$ cat src/rtl/seq_pkg.sv
// Shared types and constants for the DDS pattern sequencer and its note ROM.
package seq_pkg;

   typedef enum logic [1:0] {IDLE, FETCH, LATCH, WAIT} state_t;

   localparam int         NEW_NOTE_BIT   = 7;
   localparam logic [7:0] NOTE_OFF_CODE  = 8'h7F;
   localparam int         NUM_NOTES      = 96;
   localparam int         MIN_ROW_PERIOD = 4;

   // Equal-tempered tuning word for MIDI-style note n (A4 = note 69 = 440 Hz),
   // rounded to nearest. Only ever evaluated at elaboration.
   function automatic longint note_word(input int n, input int pw, input real clk_hz);
      real f;
      f = 440.0 * (2.0 ** ((real'(n) - 69.0) / 12.0)) * (2.0 ** real'(pw)) / clk_hz;
      return longint'($floor(f + 0.5));
   endfunction

endpackage

$ cat src/rtl/note_freq_rom.sv
// Note number -> DDS frequency word, one-cycle registered read.
// Out-of-range addresses yield 0 with invalid set; invalid also rests high
// after reset/clear so it can directly serve as the inverted voice gate.
module note_freq_rom
   import seq_pkg::*;
#(
   parameter int PHASE_WIDTH = 32,
   parameter int CLK_HZ      = 50_000_000
)(
   input  logic                   clk,
   input  logic                   rst_active_high,
   input  logic                   clr,
   input  logic                   en,
   input  logic [6:0]             addr,
   output logic [PHASE_WIDTH-1:0] freq_q,
   output logic                   invalid_q
);

   logic [PHASE_WIDTH-1:0] tab [NUM_NOTES];

   for (genvar i = 0; i < NUM_NOTES; i++) begin : g_tab
      localparam logic [PHASE_WIDTH-1:0] W = PHASE_WIDTH'(note_word(i, PHASE_WIDTH, real'(CLK_HZ)));
      assign tab[i] = W;
   end

   // Registered lookup; clear discards any in-flight result
   always_ff @(posedge clk) begin
      if (rst_active_high || clr) begin
         freq_q    <= '0;
         invalid_q <= 1'b1;
      end else if (en) begin
         if (addr < 7'(NUM_NOTES)) begin
            freq_q    <= tab[addr];
            invalid_q <= 1'b0;
         end else begin
            freq_q    <= '0;
            invalid_q <= 1'b1;
         end
      end
   end

endmodule

$ cat src/rtl/dds_pattern_sequencer.sv
// Tracker row sequencer feeding the DDS sine voice frequency word and gate.
// Optional feature macro: SEQ_LOOP_EN adds the loop_en port (wrap after last row).
module dds_pattern_sequencer
   import seq_pkg::*;
#(
   parameter int PHASE_WIDTH = 32,
   parameter int ROWS        = 64,
   parameter int CLK_HZ      = 50_000_000,
   parameter int CNT_WIDTH   = 24
)(
   input  logic                     clk,
   input  logic                     rst_active_high,
   input  logic                     start,
   input  logic                     stop,
   input  logic [CNT_WIDTH-1:0]     clocks_per_row,
`ifdef SEQ_LOOP_EN
   input  logic                     loop_en,
`endif
   output logic [$clog2(ROWS)-1:0]  row_addr,
   input  logic [7:0]               row_data,
   output logic [PHASE_WIDTH-1:0]   freq_word,
   output logic                     gate,
   output logic                     busy,
   output logic                     done
);

   localparam int RW = $clog2(ROWS);

   state_t               state, nxt;
   logic [RW-1:0]        row;
   logic [CNT_WIDTH-1:0] cnt, period;
   logic                 looping, last_row, row_end, start_ok;
   logic                 rom_en, rom_clr, rom_invalid;

`ifdef SEQ_LOOP_EN
   assign looping = loop_en;
`else
   assign looping = 1'b0;
`endif

   assign last_row = (row == RW'(ROWS - 1));
   assign row_end  = (state == WAIT) && (cnt == CNT_WIDTH'(1));
   assign start_ok = (state == IDLE) && start && !stop;

   // State register
   always_ff @(posedge clk) begin
      if (rst_active_high) state <= IDLE;
      else                 state <= nxt;
   end

   // Next state; stop wins over everything, including a same-cycle start
   always_comb begin
      nxt = state;
      if (stop) nxt = IDLE;
      else begin
         case (state)
            IDLE:    if (start) nxt = FETCH;
            FETCH:   nxt = LATCH;
            LATCH:   nxt = WAIT;
            WAIT:    if (row_end) nxt = (!last_row || looping) ? FETCH : IDLE;
            default: nxt = IDLE;
         endcase
      end
   end

   // Outputs and ROM controls; hold codes leave the ROM register untouched
   always_comb begin
      busy     = (state != IDLE);
      row_addr = row;
      rom_en   = (state == LATCH) && !stop &&
                 (row_data[NEW_NOTE_BIT] || row_data == NOTE_OFF_CODE);
      rom_clr  = stop || start_ok;
   end

   // Row index, period latch and row countdown (counts through LATCH and WAIT
   // so the next FETCH lands exactly P cycles after the previous one)
   always_ff @(posedge clk) begin
      if (rst_active_high) begin
         row    <= '0;
         cnt    <= '0;
         period <= '0;
         done   <= 1'b0;
      end else begin
         done <= 1'b0;
         case (state)
            IDLE: if (start_ok) begin
               row    <= '0;
               period <= (clocks_per_row < CNT_WIDTH'(MIN_ROW_PERIOD)) ?
                         CNT_WIDTH'(MIN_ROW_PERIOD) : clocks_per_row;
            end
            FETCH: cnt <= period - CNT_WIDTH'(1);
            LATCH, WAIT: begin
               cnt <= cnt - CNT_WIDTH'(1);
               if (row_end) begin
                  if (!last_row)    row  <= row + RW'(1);
                  else if (looping) row  <= '0;
                  else              done <= !stop;
               end
            end
            default: ;
         endcase
      end
   end

   // Note code -> frequency word; code bits [6:0] address the ROM directly,
   // so note-off (7F) and notes >= 96 both land out of range and mute
   note_freq_rom #(
      .PHASE_WIDTH(PHASE_WIDTH),
      .CLK_HZ     (CLK_HZ)
   ) u_rom (
      .clk            (clk),
      .rst_active_high(rst_active_high),
      .clr            (rom_clr),
      .en             (rom_en),
      .addr           (row_data[6:0]),
      .freq_q         (freq_word),
      .invalid_q      (rom_invalid)
   );

   assign gate = !rom_invalid;

endmodule

$ cat config.mk
export PLATFORM = sky130hd
export DESIGN_NAME = dds_pattern_sequencer
export DESIGN_NICKNAME = d
export VERILOG_FILES = /design/src/rtl/seq_pkg.sv /design/src/rtl/note_freq_rom.sv /design/src/rtl/dds_pattern_sequencer.sv
export SDC_FILE = /design/constraint.sdc
export NUM_CORES = 1
export LEC_CHECK = 0
export ABC_AREA = 1
export BUFFER_PORTS_ARGS = -buffer_cell sky130_fd_sc_hd__buf_2
export CAP_MARGIN = 20
export CORE_MARGIN = 4
export CORE_UTILIZATION = 35
export CTS_CLUSTER_DIAMETER = 30
export DETAILED_ROUTE_END_ITERATION = 7
export PLACE_DENSITY = 0.52
export SYNTH_ARGS = -nofsm -noshare
export SYNTH_HDL_FRONTEND = slang
export SYNTH_SLANG_ARGS = --single-unit
export TNS_END_PERCENT = 50
$ cat constraint.sdc
create_clock -name clk -period 2.4 [get_ports clk]
set_clock_uncertainty 0.15 [all_clocks]
set_input_delay 0.12 -clock clk [delete_from_list [all_inputs] [get_ports clk]]
set_output_delay 0.12 -clock clk [all_outputs]
set_load 0.005 [all_outputs]
; ---- After elaboration in Yosys (flattened, before gate mapping)
; Memories as Yosys holds them, arrays and structs flattened.
; Index checks and enable logic that the tools add are counted.
[totals]
word_cells = 63
in_bits = 36
mem_bits_ro = 4096
out_inout_bits = 41
n_memories = 1
reg_bits = 90
[op_classes]
n_bitwise = 4
mux = 14
magnitude_cmp = 3
reduce_logical = 20
addsub = 3
eq_ne = 11
[memory_table]
columns = memory, words, word_bits, read_ports, rd_ports_with_merged_regs, write_ports, line_no
row1 = (no name shown), 128, 32, 1, 0, 0, note_freq_rom.sv:33  ; freq_q <= tab[addr];
[op_table]
columns = operator, n
row1 = 32-bit 2-to-1 mux, 3
row2 = 24-bit case mux with 2 select lines, 1
row3 = "24-bit by 1-bit subtractor with 24-bit output, second input constant", 2
row4 = "24-bit by 1-bit == test with 1-bit output, second input constant", 1
row5 = "24-bit by 3-bit less-than comparator with 1-bit output, second input constant", 1
row6 = 24-bit 2-to-1 mux, 1
row7 = 6-bit 2-to-1 mux, 3
row8 = 6-bit case mux with 2 select lines, 1
row9 = "2-bit inequality test, second input constant", 5
row10 = "8-bit by 7-bit == test with 1-bit output, second input constant", 1
row11 = "8-bit >= comparator, second input constant", 1
row12 = 7-bit inverter with 8-bit output, 1
row13 = 2-bit case mux with 4 select lines, 1
row14 = "7-bit less-than comparator, second input constant", 1
row15 = "6-bit by 1-bit adder with 6-bit output, second input constant", 1
row16 = "6-bit == test, second input constant", 1
row17 = 2-bit nonzero test, 3
row18 = 1-bit logical AND, 5
row19 = "2-bit == test, second input constant", 2
row20 = 2-bit 2-to-1 mux, 2
row21 = 2-bit AND reduction, 2
row22 = 4-bit AND reduction, 1
row23 = 2-bit OR reduction, 2
row24 = 4-bit OR reduction, 1
row25 = 6 further kinds, 12

; ---- Logic depth before layout (Yosys ltp)
; Gate-level depths: netlist of run 1.
[depth]
ltp_word = 5
mapped_depth = 14
mapped_depth_nobuf = 13

; ---- Hierarchy
; Synthesis of run 1 repeated with hierarchy kept, for this count alone.
[hier_totals]
cells_unflattened = 1071
hier_area_um2 = 6348.6
[modules_own_cells]
columns = mod, cells_per_inst, area_each_um2, n_inst, seq_area_each_um2
row1 = dds_pattern_sequencer, 600, 3792.4, 1, 1141.1
row2 = note_freq_rom, 471, 2556.2, 1, 380.4

; ---- Least setup slack after synthesis of run 1
; OpenSTA, ideal clock, no wires.
[synth_timing]
path_type = register to register
startpoint = reg state[0]
endpoint = reg row[1] (netlist: row_addr[1])
stages_incl_launch_ff = 10
period_less_slack_ps = 1790
n_path_buf = 1
slack_ps = 610
arrival_ps = 1507
path_cell_list = dfxtp_1 inv_1 ha_1 buf_2 nor2_4 nor2_1 a21oi_2 nand2_2 nand2_1 a21oi_1
[synth_via]
elab_chain_len = 5
[synth_lines]
columns = item, line_no
row1 = start: declaration, dds_pattern_sequencer.sv:29  ; state_t state, nxt;
row2 = start signal: assignment, dds_pattern_sequencer.sv:48  ; else state <= nxt;
row3 = 2-bit zero test, "dds_pattern_sequencer.sv:43, dds_pattern_sequencer.sv:85"
row4 = 1-bit logical AND (2 in series), dds_pattern_sequencer.sv:43  ; assign start_ok = (state == IDLE) && start && !stop;
row5 = 2-bit inequality test (no source line), n/a
row6 = 4-bit AND reduction (no source line), n/a
row7 = end signal: assignment, dds_pattern_sequencer.sv:95  ; if (!last_row) row <= row + RW'(1);
row8 = end: declaration, dds_pattern_sequencer.sv:30  ; logic [RW-1:0] row;
; Several ways; a longest one is shown, not always the timed one.
; A chain may end at the register's enable or synchronous reset.

; ---- Worst setup path in the final report of run 1
[layout_timing]
startpoint = reg state[0]
endpoint = reg row[3] (netlist: row_addr[3])
; The elaborated chain is that of the path after synthesis.

==> results of run 1 <==
-- per-layer routing --
metal	vias up	GRT usage, %	share of wire [%]
met5	-	0	0
met4	0	9.65	3.9
met3	51	4.01	4.9
met2	202	39.4	49
met1	3248	25.6	42
li1	3622	-	-
-- timing repair --
item                       4_1_cts  5_1_grt
hold endpoints to repair        26        0
setup endpoints to repair        0        1
hold buffers                    25        0
gates resized for setup          0        1
-- worst max-delay path, delay by kind of cell, from the launching register on --
family / cells / cell delay (ps)
simple gates: 3 / 620
compound gates: 2 / 420
flops: 1 / 360
buf+inv: 2 / 310
fa+ha+maj: 1 / 240
-- how the worst max path moves through the flow --
stage	from	end	slack [ps]	cells after the start
2_1_floorplan	state[0]	row_addr[1]	610	9
3_3_place_gp	row_data[1]	u_rom.freq_q[2]	210	11
3_5_place_dp	state[0]	row_addr[3]	200	8
4_1_cts	state[0]	row_addr[3]	190	8
5_1_grt	state[0]	row_addr[3]	1	8
6_report	state[0]	row_addr[3]	210	8
-- layout make-up --
class | instances | area [µm²]
Multi-Input combinational cell | 847 | 4030
Antenna cell | 1 | 2.50
Fill cell | 1935 | 10100
Tap cell | 225 | 282
Timing Repair Buffer | 108 | 743
Inverter | 103 | 390
Clock inverter | 5 | 38.8
Clock buffer | 11 | 233
Sequential cell | 76 | 1520
-- kinds of logic (layout without fill, tap and decap cells) --
kind of cell	after synthesis	after routing	synth area share, %
buf+inv	160	227	11.7
compound gates	179	179	15.7
fa+ha+maj	17	17	3.41
xor+xnor	14	14	1.97
flops	76	76	24.4
other cells	1	15	0.0602
simple gates	623	623	42.8
-- synth_stat cells (2+ instances only) --
cell,number
nand2_1,314
nor2_1,119
nand3_1,104
inv_1,96
a21oi_1,76
dfxtp_1,76
o21ai_0,68
nor3_1,32
clkbuf_1,19
buf_4,18
ha_1,17
nand4_1,14
buf_2,12
nor2_2,12
nand2_2,10
xor2_1,8
inv_2,7
o211ai_1,7
buf_6,6
xnor2_1,6
a211oi_1,5
o21ai_1,5
o21bai_1,4
o22ai_1,4
a31oi_1,3
and2_1,3
nor2_4,3
nor4_1,3
or2_2,3
a311oi_1,2
buf_1,2
nand3b_1,2
or2_0,2
-- sequential cells by signal, summed over array words and instances, names as in the netlist --
signal,flops
cnt,24
done,1
row_addr,6
state,2
u_rom.invalid_q,1
u_rom.freq_q,18
period,24
-- per-stage QoR --
step | setup slack (ps) | power [mW] | cell area, µm² | hold slack, ps
after CTS | 186 | 3.94 | 7230 | 15.9
after global placement | 205 | 2.64 | 6710 | 226
after global routing | 1.30 | 4.18 | 7240 | 42.7
after detailed placement | 199 | 2.63 | 6710 | 223
after floorplan | 610 | 2.31 | 6280 | 48.0
final | 206 | 3.91 | 7240 | 18.3
-- power breakdown --
part | internal (mW) | total, mW | switching (mW)
sequential | 1.33 | 1.41 | 0.0778
clock | 0.705 | 1.26 | 0.557
combinational | 0.419 | 1.24 | 0.822
==> flow_metrics.tcl, run 1 <==
set metrics [dict create \
    drv_cap 0 \
    synth-seq-cells 76 \
    htreeDepth 3 \
    r2r_start "state[0]" \
    final_cells 1376 \
    r2r-end "row_addr[3]" \
    clk_pin_slew_worst_paths_ps 60 \
    crit_type "reg2reg" \
    slew_headroom_pct 57.0 \
    grt_pass1_wl_um 35500 \
    vias_per_cell 5.18 \
    die_y_um 141 \
    cts_tree "done" \
    post_synth.cell_area_avg_um2 5.82 \
    layout_commonest_cell "nand2_1" \
    syn_inst 1070 \
    cts_made_buffers 9 \
    rows 48 \
    tns_ps 0 \
    crit_chain "inv_1 -> ha_1 -> nor2_2 -> inv_1 -> a21oi_2 -> nand2_2 -> nand2_1 -> a21oi_1" \
    grt_usage_pct 22.0 \
    reg2reg_slack_ps 210 \
    die_width_um 141 \
    cp.required_ps 2480 \
    gp_congestion 0.932 \
    final_nets 1198 \
    hold_class "in2reg" \
    cp-end-kind "flop" \
    vias 7123 \
    power_density_nw_per_um2 540 \
    slowest_delay_ps 370 \
    max_slew.worst_pin.slew_ps 643 \
    final_hold_viol_count 0 \
    ant_nets 0 \
    async_flop_share_pct 0 \
    critical_path.startpoint_type "flop" \
    worstHoldPathCells 3 \
    grt_overflow 0 \
    grt_start_max_net_pins 46 \
    syn_area_um2 6230 \
    worstPathArrival_ps 2270 \
    drt-initial-drc-count 614 \
    rsz0062_at_grt "no" \
    min_to "u_rom.invalid_q" \
    layout_common_cells "nand2_1 (314), nor2_1 (119), nand3_1 (104)" \
    cp_slowest_cell "nor2_2" \
    start_util_pct 35.9 \
    area_growth_pct 16.2 \
    yosysSeqAreaShare_pct 24.4 \
    reg2reg_depth 8 \
    pin_count 77 \
    drt-pass1-iter-count 6 \
    setup_viol 0 \
    cts-root-to-sink-buffers 2 \
    critPathMostFrequentCell "inv_1" \
    p_leak_nw 3.46 \
    post_cts_buffers 0 \
    cts.sinks 76 \
    dieArea_um2 20000 \
    status "complete, no violations" \
    wl_um 22100 \
    synth_top_area_share_pct 24.4 \
    synth_edf_count 0 \
    post-route-drc-count 0 \
    synth_warnings 0 \
    final_core_util_pct 41.7 \
    fmax_ghz 0.456 \
    wl_per_cell_um 16.0 \
    finalCritPeriodShare_pct 91.4 \
    placed_cells 1334 \
    port_buffers 62 \
    grt_pass1_vias 7015 \
    synth_area_leader_cell "dfxtp_1" \
    drive_gt1_share_pct 11.8 \
    critPathMaxFanout 9 \
    ir_drop_uv 323 \
    min_from "start" \
    synthTopCellsByArea "dfxtp_1 (24%), nand2_1 (19%), nand3_1 (8.4%)" \
    period_needed_ps 2190 \
    clock_latency_ps 340 \
    core_region_area_um2 17400 \
    slew_viol_final 0 \
    root_buffer "clkbuf_16" \
    grt_antenna_before_repair 0 \
    synthFlopType "dfxtp_1" \
    yosysUniqueCellTypes 41 \
    dp_hpwl_um 17000 \
]
(Power assumes the default switching activity.)
==> inputs of run 2 (changes only) <==
CELL_PAD_IN_SITES_DETAIL_PLACEMENT = 2   (was not set)
CELL_PAD_IN_SITES_GLOBAL_PLACEMENT = 2   (was not set)
CORE_UTILIZATION = 31   (was 35)
PLACE_DENSITY = 0.8   (was 0.52)
==> run 2 against run 1 <==
Effect of this change:
- die area grew 12%
- utilization shrank 4.3 points
- sequential cell count is the same
- design area grew 1.1%
- largest power group unchanged
- critical path depth is the same
- combinational power grew 9.7%
- routed wire length grew 34%
- worst setup slack lost 66 ps
- non-clock buffer count grew 3
- via count grew 6.2%
- maximum frequency shrank 2.9%
- final cell count grew 3.1%
==> flow_metrics.tcl, run 2 (synthesis results as in run 1) <==
set metrics [dict create \
    status "complete, no violations" \
    layout_commonest_cell "nand2_1" \
    core_region_area_um2 19600 \
    drt-initial-drc-count 328 \
    cp_slowest_cell "dfxtp_1" \
    grt_usage_pct 26.6 \
    ant_nets 0 \
    rows 51 \
    finalCritPeriodShare_pct 94.1 \
    dp_hpwl_um 21500 \
    gp_congestion 0.922 \
    slew_viol_final 0 \
    post-route-drc-count 0 \
    crit_chain "ha_1 -> nor2_4 -> nor2_4 -> nor2_1 -> a21oi_2 -> nand2_2 -> nand2_1 -> a21oi_1" \
    critPathMaxFanout 10 \
    final_core_util_pct 37.4 \
    grt_pass1_wl_um 46400 \
    die_y_um 150 \
    combPwrFrac_pct 32.5 \
    cp.required_ps 2460 \
    wl_per_cell_um 20.8 \
    final_hold_viol_count 0 \
    layout_common_cells "nand2_1 (314), nor2_1 (119), nand3_1 (104)" \
    power_frac_seq_pct 33.7 \
    grt_overflow 0 \
    grt_pass1_vias 8495 \
    place_worst_setup_slack_ps 207 \
    switching_share_pct 38.8 \
    wl_um 29500 \
    placed_area_um2 6780 \
    worstPathArrival_ps 2320 \
    htreeDepth 3 \
    period_needed_ps 2260 \
    tns_ps 0 \
    grt_antenna_before_repair 2 \
    switching_power_mw 1.63 \
    cts-root-to-sink-buffers 2 \
    stdcell_area_um2 7320 \
    critical_path.startpoint_type "flop" \
    power_frac_clock_pct 33.8 \
    p_total_mw 4.20 \
    crit_buf_inv 0 \
    setup_viol 0 \
    hold_class "in2reg" \
    cts_made_buffers 9 \
    cp-end-kind "flop" \
    fillers 2514 \
    slew_headroom_pct 54.7 \
    area_growth_pct 17.5 \
    fmax_ghz 0.443 \
    ir_drop_uv 361 \
    final_nets 1201 \
    cts.sinks 76 \
    port_buffers 62 \
    slowest_delay_ps 430 \
    finalWorstSetupSlack_ps 141 \
    rsz0062_at_grt "no" \
    drive_gt1_share_pct 12.1 \
    power_density_nw_per_um2 574 \
    vias 7567 \
    drt-pass1-iter-count 4 \
    pin_count 77 \
    drv_cap 0 \
    largest_registers "cnt: 24 flops, period: 24 flops, u_rom.freq_q: 18 flops" \
    crit_type "reg2reg" \
    crit_family "simple AND/OR/NAND/NOR gates" \
    die_width_um 150 \
    grt_start_max_net_pins 46 \
    clk_pin_slew_worst_paths_ps 60 \
    dieArea_um2 22400 \
    cts_tree "done" \
    critPathMostFrequentCell "nor2_4" \
    power.internal_mw 2.57 \
    max_slew.worst_pin.slew_ps 678 \
    clock_latency_ps 350 \
    start_util_pct 31.8 \
    root_buffer "clkbuf_16" \
    vias_per_cell 5.33 \
    p_leak_nw 3.50 \
]
==> run 2: cell count changes in the layout (fill, tap and decap cells not counted), sizes merged <==
cell,previous run,this run
inv,102,104
buf,83,87
clkinvlp,2,0
bufinv,0,1
clkinv,4,3
dlygate4sd3,25,24
==> run 2: through the flow <==
step	std cells	hold slack, ps
after floorplan	1083	48.0
after global placement	1378	226
after detailed placement	1378	234
after CTS	1418	58.6
after global routing	1419	80.0
final	1419	69.6
==> run 2: cell type report <==
cell class	count	area (µm²)	share of cell area, %
inverters	103	387	5.28
clock inverters	5	61.3	0.837
clock buffers	11	233	3.18
diodes	1	2.50	0.0342
flip-flops and latches	76	1520	20.8
repair buffers	111	751	10.3
multi-input cells	847	4040	55.1
well taps	265	332	4.53
==> run 2: worst paths after layout <==
check,from,end,slack [ps],cells past startpoint
min,rst_active_high,cnt[21],70,2
max,state[1],row_addr[3],140,8
min reg2reg,u_rom.freq_q[15],u_rom.freq_q[15],320,2
max reg2reg,state[1],row_addr[3],140,8
==> run 2: power groups by stage <==
stage,clock (mW),sequential [mW],combinational (mW)
after floorplan,0,1.41,0.905
after global placement,0,1.44,1.24
after detailed placement,0,1.44,1.29
after CTS,1.44,1.42,1.34
after global routing,1.48,1.43,1.53
final,1.42,1.42,1.36
==> run 2: worst reg2reg max path: cells and delay by family, from the launching register on <==
kind / cells / cell delay, ps
DFF: 1 / 430
AOI/OAI and AO/OA: 2 / 390
adders and majority gates: 1 / 340
and+or+nand+nor: 5 / 830
==> run 2: per-layer routing <==
metal	global-route usage, %	up-vias	part of all wire (%)
li1	-	3612	-
met5	0	-	0.034
met2	51.5	139	54
met3	3.45	59	3.3
met1	29.0	3755	40
met4	10.4	2	3.4
==> run 2: timing repair <==
action	CTS	global route
endpoints found under the setup margin	0	11
hold endpoints to repair	24	0
resized for setup	0	2
hold buffers	24	0
buffers inserted	0	0
